<file path="config.mk">
export PLATFORM = sky130hd
export DESIGN_NAME = gate_sweep_ctrl
export DESIGN_NICKNAME = d
export VERILOG_FILES = /design/src/rtl/gate_sweep_ctrl_pkg.sv /design/src/rtl/gate_sweep_ctrl_settle_timer.sv /design/src/rtl/gate_sweep_ctrl.sv
export SDC_FILE = /design/constraint.sdc
export NUM_CORES = 1
export LEC_CHECK = 0
export CORE_MARGIN = 8
export CORE_UTILIZATION = 35
export CTS_CLUSTER_SIZE = 12
export DETAILED_ROUTE_END_ITERATION = 8
export MAX_ROUTING_LAYER = met4
export PLACE_DENSITY = 0.58
export SETUP_SLACK_MARGIN = 0.2
export SYNTH_ARGS = -nofsm -noshare
export SYNTH_HDL_FRONTEND = slang
export SYNTH_HIERARCHICAL = 1
export SYNTH_SLANG_ARGS = --single-unit
</file>
<file path="constraint.sdc">
create_clock -name clk -period 1.9 [get_ports clk]
set_input_delay 0.38 -clock clk [delete_from_list [all_inputs] [get_ports clk]]
set_output_delay 0.38 -clock clk [all_outputs]
set_load 0.02 [all_outputs]
</file>
<file path="src/rtl/gate_sweep_ctrl_pkg.sv">
// Shared definitions for the gate sweep controller: FSM state encoding and
// the expected truth tables of the common two-input gates.
// Truth-table bit i is the expected y for the input vector {a,b} = i.
package gate_sweep_ctrl_pkg;

    typedef enum logic [1:0] {
        ST_IDLE   = 2'd0,
        ST_SETTLE = 2'd1,
        ST_SAMPLE = 2'd2,
        ST_DONE   = 2'd3
    } state_t;

    localparam logic [3:0] TT_AND  = 4'b1000;
    localparam logic [3:0] TT_OR   = 4'b1110;
    localparam logic [3:0] TT_XOR  = 4'b0110;
    localparam logic [3:0] TT_NAND = 4'b0111;
    localparam logic [3:0] TT_NOR  = 4'b0001;

endpackage

</file>
<file path="src/rtl/gate_sweep_ctrl_settle_timer.sv">
// 8-bit settle down-counter. A load takes precedence over counting; the
// counter stops at zero. 'expiring' flags the last count before zero so the
// sequencer can leave its wait state on the same edge the count reaches zero.
module settle_timer (
    input  logic       clk,
    input  logic       rst_n,
    input  logic       load,
    input  logic [7:0] load_val,
    input  logic       enable,
    output logic       expired,
    output logic       expiring
);

    logic [7:0] count_q;
    logic [7:0] count_d;

    // Next count: reload, decrement while enabled, or hold.
    always_comb begin
        count_d = count_q;
        if (load) begin
            count_d = load_val;
        end else if (enable && (count_q != 8'd0)) begin
            count_d = count_q - 8'd1;
        end
    end

    // Count register, cleared by reset.
    always_ff @(posedge clk or negedge rst_n) begin
        if (!rst_n) begin
            count_q <= 8'd0;
        end else begin
            count_q <= count_d;
        end
    end

    assign expired  = (count_q == 8'd0);
    assign expiring = (count_q == 8'd1);

endmodule

</file>
<file path="src/rtl/gate_sweep_ctrl.sv">
// Sweep sequencer for a two-input gate under test. Applies {a,b} = 0..3 in
// turn, holds each vector SETTLE_CYCLES edges, samples y on the last of those
// edges and compares it with EXP_TT. Reports a per-vector fail mask, a pass
// flag and a one-cycle done pulse. Every output comes straight from a flop.
module gate_sweep_ctrl
    import gate_sweep_ctrl_pkg::*;
#(
    parameter int unsigned SETTLE_CYCLES = 4,
    parameter logic [3:0]  EXP_TT        = TT_AND
) (
    input  logic       clk,
    input  logic       rst_n,
    input  logic       start,
    input  logic       abort,
    input  logic       y,
    output logic       a,
    output logic       b,
    output logic [1:0] vec_idx,
    output logic       busy,
    output logic       done,
    output logic       pass,
    output logic [3:0] fail_mask
);

    // The counter holds S-1 when a vector is applied, so the SETTLE state
    // covers S-1 edges and SAMPLE the final one. With S=1 there is no wait.
    localparam logic [7:0] LOAD_VAL    = 8'(SETTLE_CYCLES - 1);
    localparam state_t     FIRST_STATE = (SETTLE_CYCLES == 1) ? ST_SAMPLE : ST_SETTLE;

    state_t     state_q, state_d;
    logic [1:0] vec_idx_q, vec_idx_d;
    logic       busy_q, busy_d;
    logic       done_q, done_d;
    logic       pass_q, pass_d;
    logic [3:0] fail_mask_q, fail_mask_d;

    logic tmr_load;
    logic tmr_enable;
    logic tmr_expired;
    logic tmr_expiring;

    settle_timer u_settle_timer (
        .clk      (clk),
        .rst_n    (rst_n),
        .load     (tmr_load),
        .load_val (LOAD_VAL),
        .enable   (tmr_enable),
        .expired  (tmr_expired),
        .expiring (tmr_expiring)
    );

    // Next-state and output computation; abort beats a sample on the same edge.
    always_comb begin
        state_d     = state_q;
        vec_idx_d   = vec_idx_q;
        busy_d      = busy_q;
        done_d      = 1'b0;
        pass_d      = pass_q;
        fail_mask_d = fail_mask_q;
        tmr_load    = 1'b0;
        tmr_enable  = 1'b0;

        unique case (state_q)
            ST_IDLE: begin
                if (start) begin
                    vec_idx_d   = 2'd0;
                    busy_d      = 1'b1;
                    fail_mask_d = 4'b0000;
                    pass_d      = 1'b0;
                    tmr_load    = 1'b1;
                    state_d     = FIRST_STATE;
                end
            end

            ST_SETTLE: begin
                if (abort) begin
                    vec_idx_d   = 2'd0;
                    busy_d      = 1'b0;
                    fail_mask_d = 4'b0000;
                    pass_d      = 1'b0;
                    state_d     = ST_IDLE;
                end else begin
                    tmr_enable = 1'b1;
                    // A zero count here is never expected; leaving anyway
                    // guarantees the sweep cannot stall.
                    if (tmr_expiring || tmr_expired) begin
                        state_d = ST_SAMPLE;
                    end
                end
            end

            ST_SAMPLE: begin
                if (abort) begin
                    vec_idx_d   = 2'd0;
                    busy_d      = 1'b0;
                    fail_mask_d = 4'b0000;
                    pass_d      = 1'b0;
                    state_d     = ST_IDLE;
                end else begin
                    fail_mask_d[vec_idx_q] = (y != EXP_TT[vec_idx_q]);
                    if (vec_idx_q != 2'd3) begin
                        vec_idx_d = vec_idx_q + 2'd1;
                        tmr_load  = 1'b1;
                        state_d   = FIRST_STATE;
                    end else begin
                        vec_idx_d = 2'd0;
                        busy_d    = 1'b0;
                        done_d    = 1'b1;
                        pass_d    = (fail_mask_d == 4'b0000);
                        state_d   = ST_DONE;
                    end
                end
            end

            ST_DONE: begin
                state_d = ST_IDLE;
            end

            default: begin
                state_d = ST_IDLE;
            end
        endcase
    end

    // State and output registers, cleared immediately by reset.
    always_ff @(posedge clk or negedge rst_n) begin
        if (!rst_n) begin
            state_q     <= ST_IDLE;
            vec_idx_q   <= 2'd0;
            busy_q      <= 1'b0;
            done_q      <= 1'b0;
            pass_q      <= 1'b0;
            fail_mask_q <= 4'b0000;
        end else begin
            state_q     <= state_d;
            vec_idx_q   <= vec_idx_d;
            busy_q      <= busy_d;
            done_q      <= done_d;
            pass_q      <= pass_d;
            fail_mask_q <= fail_mask_d;
        end
    end

    assign a         = vec_idx_q[1];
    assign b         = vec_idx_q[0];
    assign vec_idx   = vec_idx_q;
    assign busy      = busy_q;
    assign done      = done_q;
    assign pass      = pass_q;
    assign fail_mask = fail_mask_q;

endmodule

</file>
* After elaboration in Yosys (flattened, before gate mapping)
Cells that the tools add are included.
Operators by class: $lt $le $gt $ge 2, add/sub/neg operators 2, equality and inequality tests 10, reductions and logical operators 12, muxes and demuxes 40
Operators with widths (count):
- 2-bit 2-to-1 mux | 9
- 1-bit 2-to-1 mux | 17
- 8-bit 2-to-1 mux | 2
- 4-bit 2-to-1 mux | 3
- 4-bit case mux with 3 select lines | 1
- 8-bit by 1-bit equality test with 1-bit output (second input constant) | 1
- 8-bit zero test | 1
- 2-bit case mux with 4 select lines | 1
- 8-bit nonzero test | 1
- 8-bit by 1-bit subtractor with 8-bit output (second input constant) | 1
- 2-bit inequality test (second input constant) | 3
- 3-bit inequality test (second input constant) | 2
- 1-bit case mux with 3 select lines | 2
- 2-bit case mux with 3 select lines | 1
- 4-bit bitwise mux | 1
- 2-bit equality test (second input constant) | 2
- 4-bit zero test | 1
- 4-bit AND reduction | 1
- 2-bit by 3-bit < comparator with 1-bit output (second input constant) | 1
- 3-bit AND reduction | 1
- 3-bit nonzero test | 1
- 2-bit by 1-bit adder with 2-bit output (second input constant) | 1
- 1-bit binary-select mux with 2-bit select | 1
- 1-bit demux with 2-bit select | 1
- 9 further kinds | 10
Storage, ports and cells: output and inout bits 11, register bits 19, input bits 5, logic and storage cells 73

* Logic depth before layout (Yosys ltp)
Gate-level depths: netlist (run 1).
word-level depth 9, gate-level depth with buffers 8, gate-level depth less buffers 7

* Modules after synthesis
The synthesis (run 1) kept the hierarchy.
Modules (own cells, without submodules):
- gate_sweep_ctrl | area each 739.5 µm², cells each 74, sequential area each 275.3 µm², times used 1
- settle_timer | area each 589.3 µm², cells each 65, sequential area each 200.2 µm², times used 1

* Worst setup path after synthesis (run 1)
No wires, ideal clock.
kind register to register, start point register state_q[1], end point register u_settle_timer.count_q[7], setup time 0.132 ns, stages on the path, launching flop included 9, path buffers 2, setup slack -0.119 ns, required time 1.768 ns, arrival 1.887 ns, period minus slack after synthesis 2.019 ns, path through dfrtp_1 inv_1 ha_1 nor2b_1 buf_6 clkbuf_1 or3b_2 o31ai_1 a31oi_1
On the way: cells in the longest elaborated chain, start to end 4, elaborated cells on any way between the ends 8, those cells by class eq/ne: 2; mux: 3; reduce/logical: 3
Ends and longest elaborated chain:
- start: declaration | line gate_sweep_ctrl.sv:30 | state_t state_q, state_d;
- start signal: assignment | line gate_sweep_ctrl.sv:135 | state_q <= state_d;
- 2-bit by 1-bit equality test with 1-bit output | line gate_sweep_ctrl.sv:63 | unique case (state_q)
- 1-bit 2-to-1 mux | line gate_sweep_ctrl.sv:63
- named net tmr_enable | line gate_sweep_ctrl.sv:38 | logic tmr_enable;
- 1-bit logical AND | line gate_sweep_ctrl_settle_timer.sv:22 | end else if (enable && (count_q != 8'd0)) begin
- 2-bit nonzero test (no source line)
- end signal: assignment | line gate_sweep_ctrl_settle_timer.sv:32 | count_q <= count_d;
- end: declaration | line gate_sweep_ctrl_settle_timer.sv:14 | logic [7:0] count_q;
The timed path passes the listed nets, and every way through them passes these cells. A chain may end at the register's enable or synchronous reset.

* Final worst setup path (run 1)
start point register u_settle_timer.count_q[3], end point register state_q[1]
On the way: cells in the longest elaborated chain, start to end 4, elaborated cells on any way between the ends 5, those cells by class eq/ne: 2; reduce/logical: 3
Ends and longest elaborated chain:
- 8-bit by 1-bit equality test with 1-bit output | line gate_sweep_ctrl_settle_timer.sv:37 | assign expiring = (count_q == 8'd1);
- named net tmr_expiring | line gate_sweep_ctrl.sv:40 | logic tmr_expiring;
- 1-bit logical OR | line gate_sweep_ctrl.sv:86 | if (tmr_expiring || tmr_expired) begin
- 3-bit inequality test (no source line)
- 2-bit AND reduction (no source line)
The timed path passes the listed nets, and every way through them passes these cells.

==> out/qor.yml, run 1 <==
hold_viol_final: 0
ys_seq_area_share_pct: 35.8
clock.fmax_mhz: 559
viasPerCell: 5.20
clock_path_buffers: 2
setup_slack_ns: 0.112
dp_cells: 222
vias: 1252
area_delta_synth_final_pct: 60.1
fin_setup_tns_ns: 0
layout.cells.non_filler: 241
antenna_found_initial: 0
drt_pass1_iterations: 4
ir_drop_mv: 0.653
layout_commonest_cell: "buf_4"
crit_path_start_kind: "register"
die_w_microns: 77.6
final_cell_mix: "34 x buf_4, 17 x dfrtp_1, 8 x nor2_1, 8 x clkdlybuf4s50_1, 8 x conb_1"
rsz0062_at_grt: "true"
power.density_nw_per_um2: 1320
diodes: 0
period_share_pct: 94.1
path_max_fanout: 4
cp.arrival_ns: 1.94
drc_errors: 0
netlist_area_sq_um: 1330
numClockSinks: 19
crit_path_end_kind: "register"
ios: 16
row_count: 22
initial_core_util_pct: 36.3
crit_type: "reg2reg"
yosys.cell_types.count: 44
ant_nets: 0
drt_first_iter_violations: 63
period_minus_slack_ns: 1.79
dpl_cell_area_sq_um: 1770
n_fill_cell: 294
pre_cts_slack_ns: -0.262
clkLatencyLatePin_ns: 0.26
worstRegToRegCells: 5
setup_viol: 0
cts_tree: "done"
grt.overflow.total: 0
power.leakage_nw: 0.981
synthArstFlopShare_pct: 100
maxSlewViolCount: 0
drt_wl_total_microns: 3690
final_util_pct: 58.1
wl_met1_microns: 1620
drive_above_1_share_pct: 42.5
avgSynthCellArea_sq_um: 9.56
final.setup_skew_ns: 0.0112
wire_per_inst_microns: 15.3
nets: 211
fp.coreArea_sq_um: 3660
cts-buffers-inserted: 3
netlist_instances: 139
path_clk_slew_ns: 0.09
maxUsedRoutingLayer: "met4"
finalPower_mw: 2.81
grt_use_total_pct: 12.4
die_area_sq_um: 6020
cts_root_buffer: "clkbuf_8"
grt_pass1_vias: 1280
worstReg2RegStart: "u_settle_timer/count_q[3]$_DFFE_PN0P_"
route.met2.wl_microns: 1870
required_ns: 2.05
met3_length_microns: 146
timing.hold.ws_ns: 0.446
hold_class: "in2async"
dieHeight_microns: 77.6
htreeDepth: 1
max_cap_viol_count: 0
status: "finished clean"
synth_ff_type: "dfrtp_1"
synth-seq-cells: 19
synth-warning-count: 6
synth_edf_count: 0
place.gp.congestion: 0.883
hpwlAfterDp_microns: 2500
grt_pass1_wl_microns: 6050
crit_start: "u_settle_timer/count_q[3]$_DFFE_PN0P_"
port_buffers: 15
grt_max_degree: 20
final_area_sq_um: 2130
layer usage:
metal,up-vias,GRT usage [%]
li1,614,-
met1,603,14.4
met2,29,20.2
met3,6,3.23
met4,0,4.15
met5,-,-
worst max-delay path: stages (launching register included):
cell	delay (ns)
dfrtp_1	0.39
or4_4	0.59
nor4b_4	0.32
nor4b_4	0.10
o21ai_0	0.18
o41ai_1	0.10
synthesized netlist by cell type (3+ instances only):
cell type | count | area (sq um)
o2111ai_1 | 3 | 26.3
o21ai_0 | 3 | 15.0
inv_1 | 9 | 33.8
nand2b_1 | 4 | 25.0
nor3b_1 | 5 | 37.5
buf_6 | 3 | 33.8
dfrtp_1 | 19 | 475
nor3_1 | 4 | 20.0
nor4_1 | 3 | 18.8
clkbuf_1 | 3 | 11.3
o41ai_1 | 6 | 52.6
o31ai_1 | 3 | 22.5
nor2b_1 | 3 | 18.8
nor2_1 | 9 | 33.8
nand2_1 | 3 | 11.3
a31oi_1 | 4 | 25.0
a21oi_1 | 6 | 30.0
ha_1 | 12 | 150
and2_1 | 3 | 18.8
final cells by class:
cell class,count,area [sq um],share of cell area [%]
clock buffers,3,41.3,1.94
clock inverters,1,7.51,0.353
inverters,10,38.8,1.82
multi-input cells,107,1030,48.6
flip-flops and latches,19,478,22.5
well taps,48,60.1,2.82
repair buffers,53,467,21.9
flip-flops by register name, summed over array words and instances (netlist names):
register and cells:
busy 1, done 1, fail_mask 4, pass 1
state_q 2, u_settle_timer/count_q 8, vec_idx 2
power breakdown:
part / internal, mW / switching (mW) / leakage (nW)
Combinational: 0.962 / 0.855 / 0.719
Sequential: 0.534 / 0.159 / 0.240
Clock: 0.148 / 0.153 / 0.0217
Total: 1.64 / 1.17 / 0.981
what timing repair did:
action	4_1_cts	5_1_grt
setup buffers	8	7
gates resized for setup	21	18
hold buffers	0	0
gates cloned	0	0
setup endpoints to repair	21	20
pin swaps	6	7
cells by family (layout without fill, tap and decap cells):
kind of cell | after synthesis | after routing | synth area share, %
buffers and inverters | 19 | 67 | 7.72
multiplexers | 3 | 3 | 2.35
flip-flops | 19 | 19 | 35.8
AO/OA/AOI/OAI | 36 | 36 | 19.9
adder cells (fa/ha/maj) | 12 | 12 | 11.3
XOR/XNOR | 1 | 1 | 0.659
AND/OR/NAND/NOR | 47 | 47 | 21.8
other | 2 | 8 | 0.565
final timing paths:
| kind | to | slack (ns) |
|---|---|---|
| setup / recovery | state_q[1]$_DFFE_PN0P_ | 0.11 |
| min in group clk | busy$_DFFE_PN0P_ | 0.54 |
| setup reg to reg | state_q[1]$_DFFE_PN0P_ | 0.11 |
| hold / removal | fail_mask[0]$_DFFE_PN0P_ | 0.45 |
| hold reg to reg | busy$_DFFE_PN0P_ | 0.54 |
| max in group asynchronous | vec_idx[0]$_DFFE_PN0P_ | 1.23 |
No activity file was read; power rests on OpenSTA's default activity.
==> inputs of run 2 (changes only) <==
--- a/config.mk
+++ b/config.mk
@@ -5,12 +5,12 @@
 export SDC_FILE = /design/constraint.sdc
 export NUM_CORES = 1
 export LEC_CHECK = 0
+export CAP_MARGIN = 20
 export CORE_MARGIN = 8
 export CORE_UTILIZATION = 35
 export CTS_CLUSTER_SIZE = 12
 export DETAILED_ROUTE_END_ITERATION = 8
 export MAX_ROUTING_LAYER = met4
-export PLACE_DENSITY = 0.58
 export SETUP_SLACK_MARGIN = 0.2
 export SYNTH_ARGS = -nofsm -noshare
 export SYNTH_HDL_FRONTEND = slang
==> run 2 against run 1 <==
Compared with the run above: sequential cell count did not move; hold slack improved by 0.0043 ns; power fell by 1.2%; die area did not move; largest power group unchanged; critical endpoint is now pass$_DFFE_PN0P_; largest cell class unchanged; design area fell by 1.4%; core utilization fell by 0.82 points; sequential share of layout area rose by 0.44 points; critical path depth rose by 1; register-to-register slack barely moved; clock power barely moved.
==> out/qor.yml, run 2 (same netlist as run 1, synthesis figures left out) <==
clock.fmax_mhz: 556
die_area_sq_um: 6020
place.gp.congestion: 0.876
grt_pass1_wl_microns: 6130
grt.overflow.total: 0
path_clk_slew_ns: 0.08
hold_buffers: 0
cts_root_buffer: "clkbuf_8"
cp_cell_sequence: "buf_4, ha_4, nor2b_4, buf_6, or4_4, o41ai_2"
path_max_fanout: 7
period_share_pct: 94.7
diodes: 0
hold_class: "in2async"
drt_pass1_iterations: 4
rsz0062_at_grt: "true"
cp.arrival_ns: 1.96
top_register: "u_settle_timer/count_q"
layout_commonest_cell: "buf_4"
crit_start: "state_q[0]$_DFFE_PN0P_"
dpl_cell_area_sq_um: 1780
period_minus_slack_ns: 1.80
crit_type: "reg2reg"
maxSlewViolCount: 0
drt_first_iter_violations: 99
htreeDepth: 1
drc_errors: 0
area_delta_synth_final_pct: 57.8
hpwlAfterDp_microns: 2460
required_ns: 2.06
max_cap_viol_count: 0
ir_drop_mv: 0.579
cp-endpoint: "pass$_DFFE_PN0P_"
die_w_microns: 77.6
drt_wl_total_microns: 3860
power.density_nw_per_um2: 1320
numClockSinks: 19
final.setup_skew_ns: 0.00363
slowest_stage: "dfrtp_2"
final_util_pct: 57.3
reg2reg_slack_ns: 0.10
crit_path_start_kind: "register"
worstRegToRegCells: 6
grt_max_degree: 20
fp.coreArea_sq_um: 3660
grt_use_total_pct: 12.5
setup_viol: 0
initial_core_util_pct: 36.3
port_buffers: 15
timing.hold.ws_ns: 0.450
final_cell_mix: "36 x buf_4, 15 x dfrtp_1, 9 x clkdlybuf4s50_1"
viasPerCell: 5.31
power.leakage_nw: 0.941
vias: 1300
worstReg2RegStart: "state_q[0]$_DFFE_PN0P_"
status: "finished clean"
grt_pass1_vias: 1339
antenna_found_initial: 0
nets: 215
hold_viol_final: 0
wire_per_inst_microns: 15.8
clkLatencyLatePin_ns: 0.26
clock_path_buffers: 2
crit_path_end_kind: "register"
largest_reg_flops: 8
drive_above_1_share_pct: 42.6
max_stage_delay_ns: 0.44
cts-buffers-inserted: 3
row_count: 22
cts_tree: "done"
final_area_sq_um: 2100
ant_nets: 0
reg2reg_to: "pass$_DFFE_PN0P_"
dieHeight_microns: 77.6
ios: 16
[run 2: changes by cell type in the layout (fill, tap and decap cells not counted), sizes merged]
| cell | delta |
|---|---|
| dlymetal6s2s | -1 |
| clkbuf | +1 |
| inv | +1 |
| clkdlybuf4s50 | +1 |
| clkinvlp | -1 |
| buf | +4 |
| clkinv | -1 |
[run 2: how the worst min path moves through the flow]
stage / from / to / slack (ns)
after floorplan: rst_n / busy$_DFFE_PN0P_ / 0.08
after global placement: pass$_DFFE_PN0P_ / pass$_DFFE_PN0P_ / 0.51
after detailed placement: pass$_DFFE_PN0P_ / pass$_DFFE_PN0P_ / 0.51
after CTS: rst_n / u_settle_timer/count_q[6]$_DFFE_PN0P_ / 0.46
after global routing: rst_n / u_settle_timer/count_q[0]$_DFFE_PN0P_ / 0.47
final: rst_n / u_settle_timer/count_q[0]$_DFFE_PN0P_ / 0.45
[run 2: worst max-delay path: cells and delay by family (launching register included)]
family	cells	cell delay [ns]
flip-flops	1	0.44
adder cells (fa/ha/maj)	1	0.15
buffers and inverters	2	0.30
AND/OR/NAND/NOR	2	0.58
AO/OA/AOI/OAI	1	0.23
[run 2: cell type report]
| type | instances | area [sq um] |
|---|---|---|
| clock buffer | 4 | 45.0 |
| fill | 321 | 1560 |
| sequential | 19 | 480 |
| timing repair buffer | 57 | 493 |
| tap | 48 | 60.1 |
| multi-input combinational | 107 | 976 |
| inverter | 10 | 42.5 |
[run 2: repair_timing]
item / CTS / global route
resized for setup: 19 / 20
setup buffers: 11 / 6
endpoints found under the setup margin: 21 / 18
endpoints found under the hold margin: 0 / 0
pin swaps: 7 / 10
[run 2: through the flow]
| step | worst slack, ns | setup TNS, ns | cells | power [mW] |
|---|---|---|---|---|
| floorplan | 0.104 | 0 | 145 | 1.59 |
| global placement | -0.134 | -1.14 | 224 | 1.95 |
| detailed placement | -0.170 | -1.60 | 224 | 1.97 |
| CTS | 0.126 | 0 | 239 | 2.52 |
| global route | 0.0173 | 0 | 245 | 2.97 |
| finish | 0.101 | 0 | 245 | 2.78 |
[run 2: where the power goes]
group	switching (mW)	internal [mW]	leakage, nW	total (mW)
combinational	0.840	0.945	0.681	1.79
sequential	0.155	0.538	0.237	0.693
clock	0.149	0.150	0.0228	0.299
total	1.14	1.63	0.941	2.78
[run 2: per-layer routing]
layer	part of all wire [%]	track usage [%]	vias up
li1	-	-	623
met1	41	13.3	639
met2	53	21.9	31
met3	4.5	3.46	7
met4	1.4	3.58	0
met5	0	-	-
